<file path="src/rtl/trap_sequencer_pkg.sv">
// Shared definitions for the trap sequencer: cause codes, CSR addresses,
// FSM state encodings and the vector-address helper.
package trap_sequencer_pkg;

   localparam int unsigned CAUSE_W_DEF       = 4;
   localparam logic [31:0] TRAP_BASE_DEFAULT = 32'h0000_F000;

   typedef enum logic [3:0] {
      No_Error            = 4'd0,
      Program_Breakpoint  = 4'd1,
      User_Breakpoint     = 4'd2,
      Divide_By_Zero      = 4'd3,
      Memory_Access_Error = 4'd4,
      Is_Decode_Error     = 4'd5
   } cause_e;

   localparam logic [11:0] CSR_MTVEC  = 12'h305;
   localparam logic [11:0] CSR_MEPC   = 12'h341;
   localparam logic [11:0] CSR_MCAUSE = 12'h342;
   localparam logic [11:0] CSR_MTVAL  = 12'h343;

   localparam logic [2:0] ST_IDLE   = 3'd0;
   localparam logic [2:0] ST_FLUSH  = 3'd1;
   localparam logic [2:0] ST_SAVE   = 3'd2;
   localparam logic [2:0] ST_VECTOR = 3'd3;
   localparam logic [2:0] ST_RETURN = 3'd4;

   // Each cause owns one 4-byte slot above mtvec, cause 1 at offset 0.
   function automatic logic [31:0] trap_vector(input logic [31:0] base,
                                               input logic [31:0] cause);
      trap_vector = base + ((cause - 32'd1) << 2);
   endfunction

endpackage

</file>
<file path="src/rtl/trap_csr_file.sv">
// Trap CSRs (mtvec, mepc, mcause, mtval) with a hardware save port that
// overrides same-cycle software writes, plus a combinational read mux.
module trap_csr_file
   import trap_sequencer_pkg::*;
#(
   parameter logic [31:0] TRAP_BASE = TRAP_BASE_DEFAULT
) (
   input  logic        clk,
   input  logic        rstn,
   input  logic        hw_we,
   input  logic [31:0] hw_epc,
   input  logic [31:0] hw_cause,
   input  logic [31:0] hw_tval,
   input  logic        sw_we,
   input  logic [11:0] sw_addr,
   input  logic [31:0] sw_wdata,
   input  logic [11:0] raddr,
   output logic [31:0] rdata,
   output logic [31:0] mtvec,
   output logic [31:0] mepc
);

   logic [31:0] mtvec_r;
   logic [31:0] mepc_r;
   logic [31:0] mcause_r;
   logic [31:0] mtval_r;
   logic        sw_mtvec_s;
   logic        sw_mepc_s;
   logic        sw_mcause_s;
   logic        sw_mtval_s;

   assign sw_mtvec_s  = sw_we && (sw_addr == CSR_MTVEC);
   assign sw_mepc_s   = sw_we && (sw_addr == CSR_MEPC);
   assign sw_mcause_s = sw_we && (sw_addr == CSR_MCAUSE);
   assign sw_mtval_s  = sw_we && (sw_addr == CSR_MTVAL);

   // mtvec: software-only, kept word aligned
   always_ff @(posedge clk or negedge rstn) begin
      if (!rstn) begin
         mtvec_r <= {TRAP_BASE[31:2], 2'b00};
      end else if (sw_mtvec_s) begin
         mtvec_r <= {sw_wdata[31:2], 2'b00};
      end else begin
         mtvec_r <= mtvec_r;
      end
   end

   // mepc/mcause/mtval: hardware save has priority over software
   always_ff @(posedge clk or negedge rstn) begin
      if (!rstn) begin
         mepc_r   <= 32'd0;
         mcause_r <= 32'd0;
         mtval_r  <= 32'd0;
      end else if (hw_we) begin
         mepc_r   <= hw_epc;
         mcause_r <= hw_cause;
         mtval_r  <= hw_tval;
      end else begin
         mepc_r   <= sw_mepc_s   ? sw_wdata : mepc_r;
         mcause_r <= sw_mcause_s ? sw_wdata : mcause_r;
         mtval_r  <= sw_mtval_s  ? sw_wdata : mtval_r;
      end
   end

   // read mux, unknown addresses read as zero
   always_comb begin
      rdata = 32'd0;
      case (raddr)
         CSR_MTVEC:  rdata = mtvec_r;
         CSR_MEPC:   rdata = mepc_r;
         CSR_MCAUSE: rdata = mcause_r;
         CSR_MTVAL:  rdata = mtval_r;
         default:    rdata = 32'd0;
      endcase
   end

   assign mtvec = mtvec_r;
   assign mepc  = mepc_r;

endmodule

</file>
<file path="src/rtl/trap_sequencer.sv">
// Trap entry/return sequencer: drains and flushes the pipeline on an EX trap,
// saves mepc/mcause/mtval, vectors fetch by cause, and returns to mepc on mret.
module trap_sequencer
   import trap_sequencer_pkg::*;
#(
   parameter logic [31:0] TRAP_BASE = TRAP_BASE_DEFAULT,
   parameter int unsigned CAUSE_W   = CAUSE_W_DEF
) (
   input  logic               clk,
   input  logic               rstn,
   input  logic               ebreak,
   input  logic               pdu_breakpoint,
   input  logic [CAUSE_W-1:0] error,
   input  logic               mret,
   input  logic [31:0]        ex_pc,
   input  logic [31:0]        ex_is,
   input  logic [31:0]        ex_mem_addr,
   input  logic               csr_we,
   input  logic [11:0]        csr_waddr,
   input  logic [31:0]        csr_wdata,
   input  logic [11:0]        csr_raddr,
   output logic [31:0]        csr_rdata,
   output logic               pipe_flush,
   output logic               pc_hold,
   output logic               pc_redirect,
   output logic [31:0]        redirect_pc,
   output logic               in_handler,
   output logic               lost_trap
);

   logic [2:0]         state_r;
   logic [2:0]         next_state_s;
   logic               trap_s;
   logic               take_trap_s;
   logic               lose_trap_s;
   logic [CAUSE_W-1:0] event_cause_s;
   logic [31:0]        event_epc_s;
   logic [31:0]        event_tval_s;
   logic [CAUSE_W-1:0] pend_cause_r;
   logic [31:0]        pend_epc_r;
   logic [31:0]        pend_tval_r;
   logic [31:0]        pend_cause_ext_s;
   logic               pipe_flush_r;
   logic               pc_hold_r;
   logic               pc_redirect_r;
   logic [31:0]        redirect_pc_r;
   logic               in_handler_r;
   logic               lost_trap_r;
   logic               hw_save_s;
   logic [31:0]        mtvec_s;
   logic [31:0]        mepc_s;

   assign trap_s           = ebreak || pdu_breakpoint || (error != {CAUSE_W{1'b0}});
   assign lose_trap_s      = (state_r == ST_IDLE) && trap_s && in_handler_r;
   assign hw_save_s        = (state_r == ST_SAVE);
   assign pend_cause_ext_s = {{(32-CAUSE_W){1'b0}}, pend_cause_r};

   // cause priority and epc/tval selection for the EX event
   always_comb begin
      event_cause_s = {CAUSE_W{1'b0}};
      event_epc_s   = ex_pc;
      event_tval_s  = 32'd0;
      if (ebreak) begin
         event_cause_s = CAUSE_W'(Program_Breakpoint);
         event_epc_s   = ex_pc + 32'd4;
         event_tval_s  = 32'd0;
      end else if (pdu_breakpoint) begin
         event_cause_s = CAUSE_W'(User_Breakpoint);
         event_epc_s   = ex_pc;
         event_tval_s  = ex_pc;
      end else begin
         event_cause_s = error;
         event_epc_s   = ex_pc;
         case (error)
            CAUSE_W'(Memory_Access_Error): event_tval_s = ex_mem_addr;
            CAUSE_W'(Is_Decode_Error):     event_tval_s = ex_is;
            default:                       event_tval_s = 32'd0;
         endcase
      end
   end

   // next-state logic; mret inside a handler outranks a new trap
   always_comb begin
      next_state_s = state_r;
      take_trap_s  = 1'b0;
      case (state_r)
         ST_IDLE: begin
            if (mret && in_handler_r) begin
               next_state_s = ST_RETURN;
            end else if (trap_s && !in_handler_r) begin
               next_state_s = ST_FLUSH;
               take_trap_s  = 1'b1;
            end else begin
               next_state_s = ST_IDLE;
            end
         end
         ST_FLUSH:  next_state_s = ST_SAVE;
         ST_SAVE:   next_state_s = ST_VECTOR;
         ST_VECTOR: next_state_s = ST_IDLE;
         ST_RETURN: next_state_s = ST_IDLE;
         default:   next_state_s = ST_IDLE;
      endcase
   end

   // state and pending trap record
   always_ff @(posedge clk or negedge rstn) begin
      if (!rstn) begin
         state_r      <= ST_IDLE;
         pend_cause_r <= {CAUSE_W{1'b0}};
         pend_epc_r   <= 32'd0;
         pend_tval_r  <= 32'd0;
      end else if (take_trap_s) begin
         state_r      <= next_state_s;
         pend_cause_r <= event_cause_s;
         pend_epc_r   <= event_epc_s;
         pend_tval_r  <= event_tval_s;
      end else begin
         state_r      <= next_state_s;
      end
   end

   // outputs registered from the state being entered so they line up with it
   always_ff @(posedge clk or negedge rstn) begin
      if (!rstn) begin
         pipe_flush_r  <= 1'b0;
         pc_hold_r     <= 1'b0;
         pc_redirect_r <= 1'b0;
         redirect_pc_r <= 32'd0;
      end else begin
         pipe_flush_r  <= (next_state_s != ST_IDLE);
         pc_hold_r     <= (next_state_s == ST_FLUSH) || (next_state_s == ST_SAVE);
         pc_redirect_r <= (next_state_s == ST_VECTOR) || (next_state_s == ST_RETURN);
         if (next_state_s == ST_VECTOR) begin
            redirect_pc_r <= trap_vector(mtvec_s, pend_cause_ext_s);
         end else if (next_state_s == ST_RETURN) begin
            redirect_pc_r <= mepc_s;
         end else begin
            redirect_pc_r <= 32'd0;
         end
      end
   end

   // handler residency and sticky dropped-trap flag
   always_ff @(posedge clk or negedge rstn) begin
      if (!rstn) begin
         in_handler_r <= 1'b0;
         lost_trap_r  <= 1'b0;
      end else begin
         if (hw_save_s) begin
            in_handler_r <= 1'b1;
         end else if (next_state_s == ST_RETURN) begin
            in_handler_r <= 1'b0;
         end else begin
            in_handler_r <= in_handler_r;
         end
         lost_trap_r <= lost_trap_r || lose_trap_s;
      end
   end

   trap_csr_file #(
      .TRAP_BASE (TRAP_BASE)
   ) u_csr (
      .clk      (clk),
      .rstn     (rstn),
      .hw_we    (hw_save_s),
      .hw_epc   (pend_epc_r),
      .hw_cause (pend_cause_ext_s),
      .hw_tval  (pend_tval_r),
      .sw_we    (csr_we),
      .sw_addr  (csr_waddr),
      .sw_wdata (csr_wdata),
      .raddr    (csr_raddr),
      .rdata    (csr_rdata),
      .mtvec    (mtvec_s),
      .mepc     (mepc_s)
   );

   assign pipe_flush  = pipe_flush_r;
   assign pc_hold     = pc_hold_r;
   assign pc_redirect = pc_redirect_r;
   assign redirect_pc = redirect_pc_r;
   assign in_handler  = in_handler_r;
   assign lost_trap   = lost_trap_r;

endmodule

</file>
<file path="config.mk">
export PLATFORM = sky130hd
export DESIGN_NAME = trap_sequencer
export DESIGN_NICKNAME = d
export VERILOG_FILES = /design/src/rtl/trap_sequencer_pkg.sv /design/src/rtl/trap_csr_file.sv /design/src/rtl/trap_sequencer.sv
export SDC_FILE = /design/constraint.sdc
export NUM_CORES = 1
export LEC_CHECK = 0
export ABC_AREA = 1
export CAP_MARGIN = 10
export CORE_ASPECT_RATIO = 0.75
export CORE_UTILIZATION = 38
export DETAILED_ROUTE_END_ITERATION = 10
export SLEW_MARGIN = 20
export SYNTH_ARGS = -nofsm -noshare
export SYNTH_HDL_FRONTEND = slang
export SYNTH_SLANG_ARGS = --single-unit
</file>
<file path="constraint.sdc">
create_clock -name clk -period 2.38 [get_ports clk]
set_input_delay 0.476 -clock clk [delete_from_list [all_inputs] [get_ports clk]]
set_output_delay 0.476 -clock clk [all_outputs]
set_load 0.02 [all_outputs]
</file>
==> results.sh <==
export IMPL_synth_ff_type="dfrtp_1"
export IMPL_async_reset_ff_frac=1.000
export IMPL_cts_htree_levels=1
export IMPL_synth_mux_area_fraction=0
export IMPL_leakagePower_nw=9.648
export IMPL_tightestPinTransition_ns=0.5879
export IMPL_via_per_inst=5.295
export IMPL_clockRootBuffer="clkbuf_16"
export IMPL_synth_seq_area_share=0.4239
export IMPL_powerDensity_nw_per_um2=891.9
export IMPL_drc=0
export IMPL_rsz0062_at_grt="true"
export IMPL_drt_iter0_drc=1287
export IMPL_final_area_um2=20410
export IMPL_synth_area_um2=13830
export IMPL_maxSlewViolCount=0
export IMPL_cts_tree="yes"
export IMPL_critPathMaxFanout=8
export IMPL_clk_pin_slew_worst_paths_ns=0.07
export IMPL_synth_cells=1903
export IMPL_critPathTopFamily="buffers and inverters"
export IMPL_dp_cells=2676
export IMPL_violations="setup timing"
export IMPL_crit_type="reg2reg"
export IMPL_synth_commonest_cells="nand2_1, inv_1, dfrtp_1, nand3_1, o21ai_0"
export IMPL_synth_edf_count=0
export IMPL_cp_required_ns=2.82
export IMPL_firstDrtPassIters=5
export IMPL_place_gp_congestion=0.9498
export IMPL_cp_num_buf_inv=6
export IMPL_ys_seq_elements=234
export IMPL_antenna_cells=0
export IMPL_syn2layout_area_growth_pct=47.62
export IMPL_syn_num_nets=2097
export IMPL_cpMostUsedCell="nand2_1"
export IMPL_insertion_delay_ns=0.56
export IMPL_dieArea_um2=37160
export IMPL_initial_core_util=0.3853
export IMPL_drive_gt1_frac=0.2389
export IMPL_clock_skew_ns=0.01530
export IMPL_hold_viol=0
export IMPL_route_final_wire_length_um=57010
export IMPL_groute_usage_overall=0.3026
export IMPL_finalSetupViolations=16
export IMPL_final_util=0.5688
export IMPL_slowest_delay_ns=0.37
export IMPL_grt_first_pass_wirelength_um=85250
export IMPL_hpwlAfterDp_um=41150
export IMPL_status="finished, violations left"
export IMPL_crit_path_cell_trace="inv_2 -> ha_4 -> nand3_4 -> clkinvlp_4 -> buf_12 -> ha_1 -> nand2_1 -> buf_4 -> nor2_2 -> nand2_1 -> inv_1 -> nand2_1 -> nand2_1 -> nand2_1 -> nand2_1 -> o21ai_0 -> buf_4"
export IMPL_ys_top_cells_by_area="dfrtp_1, nand2_1, inv_1"
export IMPL_io_buffers=230
export IMPL_ys_warn_count=0
export IMPL_fp_dieW_um=222.3
export IMPL_period_needed_ns=2.508
export IMPL_grt_overflow=0
export IMPL_cp_data_arrival_time_ns=2.95
export IMPL_cap_viol_max_count=0
export IMPL_ys_types=43
export IMPL_synth_top_area_frac=0.4163
export IMPL_grt_antenna_before_repair=0
export IMPL_yosysMostFrequentCell="nand2_1"
export IMPL_die_h_um=167.2
export IMPL_synth_top_family_by_area="simple AND/OR/NAND/NOR gates"
export IMPL_synthSimpleGateAreaFrac=0.2788
export IMPL_numCtsBuffers=26
export IMPL_placed_cell_area_um2=17780
export IMPL_power_total_mw=18.20
export IMPL_n_fill_cell=3362
export IMPL_nets=2474
export IMPL_hold_class="in2reg"
export IMPL_area_sequential_um2=5861
export IMPL_syn_avg_cell_area_um2=7.266
export IMPL_setup_ws_ns=-0.1285
export IMPL_cts_sinks=234
export IMPL_vias=14630
export IMPL_clk_path_buf_depth=3
export IMPL_boundaryPins=231
export IMPL_max_freq_mhz=398.6
export IMPL_final_cells=2763
export IMPL_post_route_period_util=1.054
export IMPL_synth_compound_gate_area_share=0.1482
export IMPL_synth_xor_xnor_area_share=0.01837
export IMPL_wl_per_cell_um=20.63
export IMPL_endpoint_kind="flop"
export IMPL_yosys_area_share_adder=0.02950
export IMPL_cp_start_kind="flop"
export IMPL_multi_input_comb_area_um2=7838
export IMPL_worst_path_max_delay_cell="ha_1"
export IMPL_max_slew_margin_rel=0.6081
export IMPL_peakVddDrop_uv=586.8
export IMPL_core_region_area_um2=35880
export IMPL_fp_row_count=60
export IMPL_grt_pass1_vias=14300
export IMPL_grt_max_degree=70
export IMPL_synth_largest_area_cell="dfrtp_1"
export IMPL_ant_nets=0
-- worst min-delay path, delay by kind of cell --
kind | cells | cell delay (ns)
AND/OR/NAND/NOR | 2 | 0.11
buffers and inverters | 1 | 0.42
-- cell families (layout without fill, tap and decap cells) --
family | after synthesis | count (layout)
simple gates | 925 | 925
compound gates | 342 | 342
buf+inv | 341 | 736
flops | 234 | 234
fa+ha+maj | 32 | 32
xor+xnor | 29 | 29
-- path summary, 6_finish.rpt --
kind / endpoint / depth (start not counted) / from / slack, ns
max: redirect_pc[19] / 17 / pend_cause_r[0] / -0.13
min: pend_epc_r[1] / 3 / ex_pc[1] / 0.48
max reg2reg: redirect_pc[19] / 17 / pend_cause_r[0] / -0.13
min reg2reg: u_csr.mtval_r[13] / 2 / u_csr.mtval_r[13] / 0.48
max in group asynchronous: u_csr.mtvec[15] / 3 / rstn / 1.17
min in group asynchronous: redirect_pc[22] / 2 / rstn / 0.49
-- placed cells by master, fill, tap and decap left out, types with 29 or more instances in the layout --
| cell type | instances |
|---|---|
| nand2_1 | 527 |
| inv_1 | 234 |
| dfrtp_1 | 230 |
| clkdlybuf4s50_1 | 185 |
| buf_4 | 158 |
| nand3_1 | 123 |
| o21ai_0 | 91 |
| nor2_1 | 79 |
| nand2_2 | 59 |
| o21ai_1 | 54 |
| o22ai_1 | 32 |
| a22oi_1 | 32 |
| nand3_2 | 30 |
| o31ai_1 | 29 |
-- metrics by stage --
step           TNS (ns)  setup slack, ns  hold slack, ns
2_1_floorplan   -0.5743         -0.08765          0.1804
3_3_place_gp     -25.21          -0.6457          0.4635
3_5_place_dp     -26.52          -0.7271          0.4668
4_1_cts         -0.5340          -0.1196          0.4653
5_1_grt          -3.234          -0.2272          0.5003
6_report        -0.9607          -0.1285          0.4799
-- layer usage --
metal / global-route usage / up-vias / part of all wire / wire length [um]
li1: - / 6957 / - / -
met1: 0.4368 / 7020 / 0.46 / 26270
met2: 0.4618 / 566 / 0.44 / 24970
met3: 0.06703 / 86 / 0.079 / 4522
met4: 0.06582 / 0 / 0.022 / 1241
met5: 0 / - / 0 / 0
-- registers in the layout (all words and copies together), names as in the netlist --
signal          cells
pend_cause_r        4
u_csr.mepc         32
u_csr.mtval_r      32
pipe_flush          1
in_handler          1
u_csr.mtvec        30
redirect_pc        32
pc_hold             1
pc_redirect         1
state_r             3
u_csr.mcause_r     32
pend_tval_r        32
lost_trap           1
pend_epc_r         32
-- power by group --
group | switching (mW) | leakage (nW) | internal, mW | total, mW
combinational | 4.81 | 6.18 | 3.37 | 8.18
sequential | 0.824 | 3.06 | 5.24 | 6.06
clock | 1.72 | 0.404 | 2.25 | 3.97
total | 7.35 | 9.65 | 10.9 | 18.2
-- area by class of cell --
| class | instances | area share |
|---|---|---|
| Timing Repair Buffer | 436 | 0.2131 |
| Clock buffer | 38 | 0.03604 |
| Inverter | 254 | 0.04726 |
| Clock inverter | 8 | 0.003923 |
| Tap cell | 465 | 0.02850 |
| Sequential cell | 234 | 0.2871 |
| Multi-Input combinational cell | 1328 | 0.3840 |
-- what timing repair did --
action | in CTS | in global routing
endpoints found under the hold margin | 60 | 0
hold buffers | 1 | 0
cloned | 12 | 2
endpoints found under the setup margin | 56 | 55
pin swaps | 68 | 55
setup buffers | 19 | 11
gates resized for setup | 403 | 146
Note: power is estimated with default switching activity, not from simulation.
